`config.mk`:
```
export PLATFORM = sky130hd
export DESIGN_NAME = dm_arbiter
export DESIGN_NICKNAME = d
export VERILOG_FILES = /design/src/rtl/dm_arbiter_pkg.sv /design/src/rtl/dm_arb_pick.sv /design/src/rtl/dm_arbiter.sv
export SDC_FILE = /design/constraint.sdc
export NUM_CORES = 1
export LEC_CHECK = 0
export BUFFER_PORTS_ARGS = -buffer_cell sky130_fd_sc_hd__buf_2
export CAP_MARGIN = 20
export CORE_ASPECT_RATIO = 1.75
export CORE_MARGIN = 3
export CORE_UTILIZATION = 35
export CTS_BUF_LIST = sky130_fd_sc_hd__clkbuf_8
export DETAILED_ROUTE_END_ITERATION = 8
export SYNTH_ARGS = -nofsm -noshare
export SYNTH_HDL_FRONTEND = slang
export SYNTH_HIERARCHICAL = 1
export SYNTH_SLANG_ARGS = --single-unit
```
`constraint.sdc`:
```
create_clock -name clk -period 7 [get_ports clk]
set_clock_uncertainty 0.05 [all_clocks]
set_input_delay 2.1 -clock clk [delete_from_list [all_inputs] [get_ports clk]]
set_output_delay 2.1 -clock clk [all_outputs]
set_load 0.01 [all_outputs]
```
`src/rtl/dm_arbiter_pkg.sv`:
```
// dm_arbiter shared types: access sizes, FSM states, owner, command.
// Imported by the arbiter top and its pick sub-block.
package dm_arbiter_pkg;

  typedef enum logic [2:0] {
    SZ_NONE = 3'd0,
    SZ_BYTE = 3'd1,
    SZ_HALF = 3'd2,
    SZ_WORD = 3'd3
  } dm_size_e;

  typedef enum logic [1:0] {
    IDLE = 2'd0,
    BUSY = 2'd1,
    DONE = 2'd2
  } dm_state_e;

  typedef enum logic {
    OWN_A = 1'b0,
    OWN_B = 1'b1
  } dm_owner_e;

  typedef struct packed {
    logic        we;
    logic [2:0]  size;
    logic [31:0] addr;
    logic [31:0] wdata;
  } dm_cmd_t;

  function automatic logic req_valid(
    input logic       req,
    input logic [2:0] size
  );
    return req && (size != SZ_NONE);
  endfunction

endpackage

```
`src/rtl/dm_arb_pick.sv`:
```
// A/B selection for the DM arbiter with B anti-starvation counter.
// A wins by default; B is forced after STARVE_MAX A grants.
module dm_arb_pick #(
  parameter int unsigned STARVE_MAX = 4
) (
  input  logic clk,
  input  logic reset,
  input  logic idle_i,
  input  logic a_vld_i,
  input  logic b_vld_i,
  output logic pick_a_o,
  output logic pick_b_o
);
  import dm_arbiter_pkg::*;

  localparam logic [3:0] SMAX = 4'(STARVE_MAX);

  logic [3:0] starve_q;
  logic [3:0] starve_d;
  logic       starved;

  assign starved  = (starve_q == SMAX);
  assign pick_b_o = idle_i & b_vld_i & (~a_vld_i | starved);
  assign pick_a_o = idle_i & a_vld_i & ~pick_b_o;

  // Count A wins over a waiting B; clear once B is served or gone.
  always_comb begin
    starve_d = starve_q;
    if (idle_i) begin
      if (!b_vld_i || pick_b_o) begin
        starve_d = '0;
      end else if (pick_a_o && !starved) begin
        starve_d = starve_q + 4'd1;
      end
    end
  end

  // Starvation counter register.
  always_ff @(posedge clk) begin
    if (!reset) begin
      starve_q <= '0;
    end else begin
      starve_q <= starve_d;
    end
  end

endmodule

```
`src/rtl/dm_arbiter.sv`:
```
// Two-port multi-cycle access controller for the single-port data memory.
// Port A (MEM stage) has priority and is stalled while it waits.
module dm_arbiter #(
  parameter int unsigned MEM_LAT    = 1,
  parameter int unsigned STARVE_MAX = 4
) (
  input  logic        clk,
  input  logic        reset,
  input  logic        a_req,
  input  logic        a_we,
  input  logic [2:0]  a_size,
  input  logic [31:0] a_addr,
  input  logic [31:0] a_wdata,
  output logic [31:0] a_rdata,
  output logic        a_done,
  output logic        stall,
  input  logic        b_req,
  input  logic        b_we,
  input  logic [2:0]  b_size,
  input  logic [31:0] b_addr,
  input  logic [31:0] b_wdata,
  output logic [31:0] b_rdata,
  output logic        b_done,
  output logic        dm_en,
  output logic        dm_we,
  output logic [2:0]  dm_size,
  output logic [31:0] dm_addr,
  output logic [31:0] dm_wdata,
  input  logic [31:0] dm_rdata
);
  import dm_arbiter_pkg::*;

  localparam logic [2:0] LAT_INIT = 3'(MEM_LAT - 1);

  dm_state_e   state_q;
  dm_state_e   state_d;
  dm_owner_e   owner_q;
  dm_owner_e   owner_d;
  dm_cmd_t     cmd_q;
  dm_cmd_t     cmd_d;
  logic [2:0]  lat_q;
  logic [2:0]  lat_d;
  logic [31:0] a_rdata_q;
  logic [31:0] a_rdata_d;
  logic [31:0] b_rdata_q;
  logic [31:0] b_rdata_d;

  logic a_vld;
  logic b_vld;
  logic pick_a;
  logic pick_b;
  logic idle;
  logic busy;
  logic done;

  assign a_vld = req_valid(a_req, a_size);
  assign b_vld = req_valid(b_req, b_size);
  assign idle  = (state_q == IDLE);
  assign busy  = (state_q == BUSY);
  assign done  = (state_q == DONE);

  dm_arb_pick #(
    .STARVE_MAX(STARVE_MAX)
  ) u_pick (
    .clk      (clk),
    .reset    (reset),
    .idle_i   (idle),
    .a_vld_i  (a_vld),
    .b_vld_i  (b_vld),
    .pick_a_o (pick_a),
    .pick_b_o (pick_b)
  );

  // Latch the winner in IDLE, count latency in BUSY, pulse in DONE.
  always_comb begin
    state_d   = state_q;
    owner_d   = owner_q;
    cmd_d     = cmd_q;
    lat_d     = lat_q;
    a_rdata_d = a_rdata_q;
    b_rdata_d = b_rdata_q;
    unique case (state_q)
      IDLE: begin
        if (pick_b) begin
          owner_d       = OWN_B;
          cmd_d.we      = b_we;
          cmd_d.size    = b_size;
          cmd_d.addr    = b_addr;
          cmd_d.wdata   = b_wdata;
        end else if (pick_a) begin
          owner_d       = OWN_A;
          cmd_d.we      = a_we;
          cmd_d.size    = a_size;
          cmd_d.addr    = a_addr;
          cmd_d.wdata   = a_wdata;
        end
        if (pick_a || pick_b) begin
          state_d = BUSY;
          lat_d   = LAT_INIT;
        end
      end
      BUSY: begin
        if (lat_q == '0) begin
          state_d = DONE;
          if (!cmd_q.we) begin
            if (owner_q == OWN_B) begin
              b_rdata_d = dm_rdata;
            end else begin
              a_rdata_d = dm_rdata;
            end
          end
        end else begin
          lat_d = lat_q - 3'd1;
        end
      end
      DONE: begin
        state_d = IDLE;
      end
      default: begin
        state_d = IDLE;
      end
    endcase
  end

  // State, command and response registers.
  always_ff @(posedge clk) begin
    if (!reset) begin
      state_q   <= IDLE;
      owner_q   <= OWN_A;
      cmd_q     <= '0;
      lat_q     <= '0;
      a_rdata_q <= '0;
      b_rdata_q <= '0;
    end else begin
      state_q   <= state_d;
      owner_q   <= owner_d;
      cmd_q     <= cmd_d;
      lat_q     <= lat_d;
      a_rdata_q <= a_rdata_d;
      b_rdata_q <= b_rdata_d;
    end
  end

  assign dm_en    = busy;
  assign dm_we    = busy & cmd_q.we;
  assign dm_size  = busy ? cmd_q.size  : '0;
  assign dm_addr  = busy ? cmd_q.addr  : '0;
  assign dm_wdata = busy ? cmd_q.wdata : '0;

  assign a_done  = done & (owner_q == OWN_A);
  assign b_done  = done & (owner_q == OWN_B);
  assign stall   = a_vld & ~a_done;
  assign a_rdata = a_rdata_q;
  assign b_rdata = b_rdata_q;

endmodule
```
* Yosys cells after proc, flatten, opt, wreduce, memory -nomap -nowiden *
Cells that the tools add are included.

operators by class
  bitwise logic cells = 14
  equality and inequality tests = 6
  reductions and logical operators = 20
  add/subtract/negate cells = 2
  mux-type cells = 15

operator list
  kind                 number
  $mux 68              2
  $mux 32              2
  $mux 3               3
  $and 1x1->1          8
  $mux 4               2
  $reduce_and 4->1     2
  $pmux 3 s2           1
  $reduce_and 2->1     3
  $reduce_bool 2->1    3
  $reduce_bool 3->1    2
  $not 1->1            5
  $add 4x1->4 const B  1
  $eq 4x3->1 const B   1
  $mux 2               2
  $ne 2x2->1 const B   2
  $pmux 2 s2           1
  $logic_and 1x1->1    3
  $logic_not 3->1      1
  $reduce_and 3->1     1
  $sub 3x1->3 const B  1
  $eq 2x1->1 const B   1
  $eq 2x2->1 const B   1
  $logic_not 1->1      2
  $logic_not 2->1      1
  other kinds (4)      6

word-level totals
  flip-flop bits (word level) = 142

* Longest topological paths before layout *
Gate-level depths: netlist of run 1.

  depth in word-level cells = 10
  depth in mapped cells = 13
  depth with buffers taken out = 8

* By module *
The synthesis of run 1 kept the hierarchy.

modules (own cells, without submodules)
  module       times used  area each (sq um)  cells each  seq. area each (sq um)
  dm_arbiter   1           6313.6             667         2762.6
  dm_arb_pick  1           264.0              31          80.1

* Worst setup path before layout of run 1 *
No wires, ideal clock.

  path kind = input-to-output
  from = in a_size[2]
  to = out stall
  path slack = 2250 ps
  arrival = 2600 ps
  required time = 4850 ps
  stages = 2
  path through = o31a_1 > nor2b_1

on the way
  longest elaborated chain between the ends = 3

ends and longest elaborated chain
  item               line                  RTL
  from (decl)        dm_arbiter.sv:11      input logic [2:0] a_size,
  $reduce_bool 3->1  dm_arbiter_pkg.sv:34  return req && (size != SZ_NONE);
  $logic_and 1x1->1  dm_arbiter_pkg.sv:34
  $and 1x1->1        dm_arbiter.sv:152     assign stall = a_vld & ~a_done;
  to (decl)          dm_arbiter.sv:16      output logic stall,

Every way passes these cells.

* Final worst setup path of run 1 *
  from = in a_size[2]
  to = out stall

on the way
  longest elaborated chain between the ends = 3

ends and longest elaborated chain
  item               line                  RTL
  $reduce_bool 3->1  dm_arbiter_pkg.sv:34
  $logic_and 1x1->1  dm_arbiter_pkg.sv:34
  via a_vld          dm_arbiter.sv:48      logic a_vld;
  $and 1x1->1        dm_arbiter.sv:152

The timed path passes the listed nets, and every way through them passes these cells.

==> metrics, run 1 <==
fin crit share 72.65%; max incr delay on CP 0.39 ns; Max Slew Vio Count 0; starting density of the core 36.11%; Yosys top cell by area dfxtp_1; YS warnings 6; placed standard-cell area 8112 µm²; largest cells by area after synthesis dfxtp_1, mux2i_1, a211oi_1, and2_1, nand2_1; Core ar. 18,220 µm²; fillers 1,890; Synth Flop Type dfxtp_1; slew margin rel. 33.09%; crit-path cells buf_2 -> o31a_1 -> nor2b_1 -> buf_2; I/O Pins 308; CP required 4.85 ns; Final setup viols 0; pin count of the biggest net entering global routing 107; RR Endpoint cmd_q[41]; GRT Overall Usage 17.97%; GPL Wtd Cong 0.7597; FFs w/ async S/R, synth 0%; Area Growth Syn to Fin 29.24%; post-CTS setup buffer count 0; #FFs+latches synth 142; Crit Path Category in2out; die area 20,540 µm²; flop2flop setup slack 3.84 ns; CTS tree built; Worst Setup EP stall; Crit-path slowest cell o31a_1; worst r2r path cells 9; Max VDD drop 0.00009696 V; HPWL Detailed 13,230 µm; P_leak 4.063 nW; FF-to-FF Start u_pick/starve_q[0]; distinct cell type count after synthesis 38; CP Capture Type output port; mean routed wirelength per cell 15.44 µm; post-synthesis sequential area ratio 43.22%; Clock Tree Buf Depth 2; Syn Area/Cell 9.423 µm²; Crit. Startpoint a_size[2]; Port Buffers 307; nets@finish 1,144; critical path launch point type primary input; clock latency on the worst-skew pair 0.43 ns; vias per cell 4.831; Die H 187.4 µm; post-layout instance area 8501 µm²; status completed; mapped cell area 6578 µm²; drc violations 0; final hold violation count 0; vias in the first global route 5,723; TritonCTS Sinks 142; Min Clock Period, post-route 5.085 ns; layout cells sized above 1 36.29%; Worst-Margin Slew 1.004 ns; Power Density 238.7 nW/µm²; Synth top area share 43.22%; initial antenna violation count 1; WHS Path Cells 2; post-cts hold buffer count 0; HP Class reg2reg; CP dominant cell by count buf_2; number of CTS-inserted buffers 17; EDFF count, synth 0; crit path max fanout 6; FMAX 0.1966 GHz; drt initial violations 279; # resized after CTS 0; Fin Setup TNS 0 ns; first-pass GRT wire length 29,280 µm; worst endpoint data arrival time 2.94 ns; Gate Count Post-Synth 698; via count 5,874; max_cap viols 0; routed wire length 18,770 µm; root buffer cell clkbuf_8; H-tree depth 4; grt ovf 0; standard-cell rows 65; RSZ-0062 raised after global routing no; top cells by instance count after synthesis dfxtp_1, mux2i_1, nand2_1, a21oi_1, and2_1; post-route ant nets 0; count leader, synth dfxtp_1; Synth Net Count 874; clock-pin slew on the worst setup and hold paths 0.08 ns; Die Width 109.6 µm; Pre-Repair DR Iteration Count 4
critical path: cells and delay by family:
kind                   cells  cell delay [ns]
AO/OA/AOI/OAI              1             0.39
buffers and inverters      2             0.27
AND/OR/NAND/NOR            1             0.17
per-layer routing:
| layer | vias to the layer above | share of wire (%) | global-route usage, % |
|---|---|---|---|
| li1 | 2983 | - | - |
| met1 | 2679 | 40 | 20.36 |
| met2 | 195 | 52 | 32.40 |
| met3 | 17 | 6.0 | 4.076 |
| met4 | 0 | 1.3 | 5.905 |
| met5 | - | 0 | 0 |
final cells by class:
type	count	area [µm²]	share of cell area [%]
flip-flops and latches	142	2843	33.44
diodes	1	2.502	0.02944
clock buffers	17	234.0	2.752
well taps	234	292.8	3.444
multi-input cells	484	3349	39.40
repair buffers	315	1597	18.78
clock inverters	15	152.6	1.796
inverters	8	30.03	0.3533
cell families after synthesis:
logic type	count (synthesis)	share of synthesized area, %
and+or+nand+nor	198	15.35
AOI/OAI and AO/OA	150	14.50
buffers and inverters	72	6.087
DFF	142	43.22
adders and majority gates	4	0.7609
muxes	132	20.09
through the flow:
| stage | power, mW | hold WS (ns) | instances | util, % | worst slack (ns) |
|---|---|---|---|---|---|
| after floorplan | 1.268 | 0.3883 | 698 | - | 2.250 |
| after global placement | 1.403 | 0.3910 | 1183 | 44.53 | 1.895 |
| after detailed placement | 1.411 | 0.3974 | 1183 | 44.53 | 1.908 |
| after CTS | 2.067 | 0.4099 | 1215 | 46.65 | 1.906 |
| after global routing | 2.154 | 0.4262 | 1216 | 46.66 | 1.855 |
| final | 2.029 | 0.4079 | 1216 | 46.66 | 1.915 |
placed cells by master, fill, tap and decap left out, types with 4 or more instances in the layout:
master	n
buf_4	8
inv_6	4
ha_1	4
clkbuf_8	17
a211oi_1	68
dfxtp_1	142
buf_2	307
and2_1	70
a21oi_1	70
nand2_1	104
inv_1	6
mux2i_1	132
registers in the layout, indices dropped and copies added (netlist names):
signal and count:
cmd_q 68, a_rdata 32, b_rdata 32, u_pick/starve_q 4, lat_q 3, state_q 2, owner_q 1
worst min path at each step:
stage                startpoint     endpoint  slack (ns)
finish              a_rdata[12]  a_rdata[12]        0.41
global route        a_rdata[10]  a_rdata[10]        0.43
CTS                 a_rdata[27]  a_rdata[27]        0.41
detailed placement  a_rdata[27]  a_rdata[27]        0.40
global placement    a_rdata[27]  a_rdata[27]        0.39
floorplan              lat_q[2]     lat_q[2]        0.39
report_power, final:
| part | internal [mW] | total [mW] | switching, mW |
|---|---|---|---|
| clock network | 0.293 | 0.645 | 0.352 |
| registers | 0.895 | 0.935 | 0.0400 |
| logic | 0.191 | 0.450 | 0.259 |
| total | 1.38 | 2.03 | 0.650 |
Note: power is estimated with default switching activity, not from simulation.
==> run 2: changes to the inputs <==
==> constraint.sdc (replaced) <==
create_clock -name clk -period 5.2 [get_ports clk]
set_clock_uncertainty 0.05 [all_clocks]
set_input_delay 1.56 -clock clk [delete_from_list [all_inputs] [get_ports clk]]
set_output_delay 1.56 -clock clk [all_outputs]
set_load 0.01 [all_outputs]
==> metrics, run 2 (synthesis results as in run 1) <==
post-route ant nets 0; final total power 2.807 mW; vias in the first global route 5,884; root buffer cell clkbuf_8; GPL Wtd Cong 0.7614; GRT Overall Usage 18.13%; post-cts hold buffer count 0; Final WS setup 1.178 ns; first-pass GRT wire length 29,640 µm; FF/Latch Area 2843 µm²; number of CTS-inserted buffers 17; Crit-path slowest cell o31a_1; Die Width 109.6 µm; post-CTS setup buffer count 0; fillers 1,859; Max Slew Vio Count 0; TritonCTS Sinks 142; mean routed wirelength per cell 15.63 µm; initial antenna violation count 1; post-layout instance area 8552 µm²; commonest non-fill, non-tap cell in the layout buf_2; layout cells sized above 1 36.35%; fin crit share 77.34%; CTS tree built; P_leak 4.090 nW; status completed; vias per cell 4.869; routed wire length 19,020 µm; Area Growth Syn to Fin 30.02%; crit-path cells buf_2 -> o31a_1 -> nor2b_1 -> buf_2; Clock Tree Buf Depth 2; Top reg by flops cmd_q; Pre-Repair DR Iteration Count 4; Core ar. 18,220 µm²; I/O Pins 308; HPWL Detailed 13,780 µm; placed standard-cell area 8132 µm²; CP Capture Type output port; Crit Path Category in2out; Fin Setup TNS 0 ns; commonest non-fill, non-tap cells in the layout buf_2, dfxtp_1, mux2i_1; starting density of the core 36.11%; die area 20,540 µm²; Max VDD drop 0.0001632 V; pin count of the biggest net entering global routing 71; max incr delay on CP 0.40 ns; worst endpoint data arrival time 2.41 ns; max_cap viols 0; standard-cell rows 65; HP Class reg2reg; clock latency on the worst-skew pair 0.43 ns; critical path launch point type primary input; CP dominant cell by count buf_2; clock-pin slew on the worst setup and hold paths 0.08 ns; CP required 3.59 ns; drc violations 0; RSZ-0062 raised after global routing no; grt ovf 0; max reg flops 68; Die H 187.4 µm; final hold violation count 0; pre-CTS setup slack 1.185 ns; Power Density 328.2 nW/µm²; multi-input combinational cell area 3349 µm²; via count 5,926; # resized after CTS 0; Min Clock Period, post-route 4.022 ns; Port Buffers 307; crit path max fanout 6; slew margin rel. 45.02%; H-tree depth 4; Util after Layout 46.94%; Worst-Margin Slew 0.8234 ns; Final setup viols 0; drt initial violations 237; FMAX 0.2486 GHz; nets@finish 1,145
-- run 2: worst max-delay path, delay by kind of cell --
kind	cells	cell delay (ns)
buffers and inverters	2	0.27
AND/OR/NAND/NOR	1	0.18
AO/OA/AOI/OAI	1	0.40
-- run 2: metrics by stage --
stage	hold slack [ns]	instances
6_report	0.4080	1217
5_1_grt	0.4312	1217
4_1_cts	0.4102	1216
3_5_place_dp	0.3965	1184
3_3_place_gp	0.3911	1184
2_1_floorplan	0.3883	698
-- run 2: per-layer routing --
| layer | track usage [%] | routed length (µm) |
|---|---|---|
| met5 | 0 | 0 |
| met1 | 20.44 | 7494 |
| met4 | 6.529 | 420 |
| met2 | 32.66 | 9998 |
| met3 | 3.903 | 1105 |
-- run 2: layout make-up --
cell class	instances	area share (%)
clock inverters	14	1.990
flip-flops and latches	142	33.24
multi-input cells	484	39.17
clock buffers	18	2.897
well taps	234	3.424
inverters	8	0.3511
diodes	1	0.02926
repair buffers	316	18.90
-- run 2: final timing paths --
path | from | end | slack [ns] | depth (start not counted)
setup / recovery | a_size[2] | stall | 1.18 | 4
hold reg to reg | b_rdata[29] | b_rdata[29] | 0.41 | 2
setup reg to reg | state_q[1] | cmd_q[7] | 2.07 | 7
hold / removal | b_rdata[29] | b_rdata[29] | 0.41 | 2
-- run 2: power breakdown --
| group | total [mW] | internal, mW | switching (mW) |
|---|---|---|---|
| sequential | 1.26 | 1.20 | 0.0553 |
| clock | 0.939 | 0.458 | 0.480 |
| combinational | 0.608 | 0.261 | 0.348 |
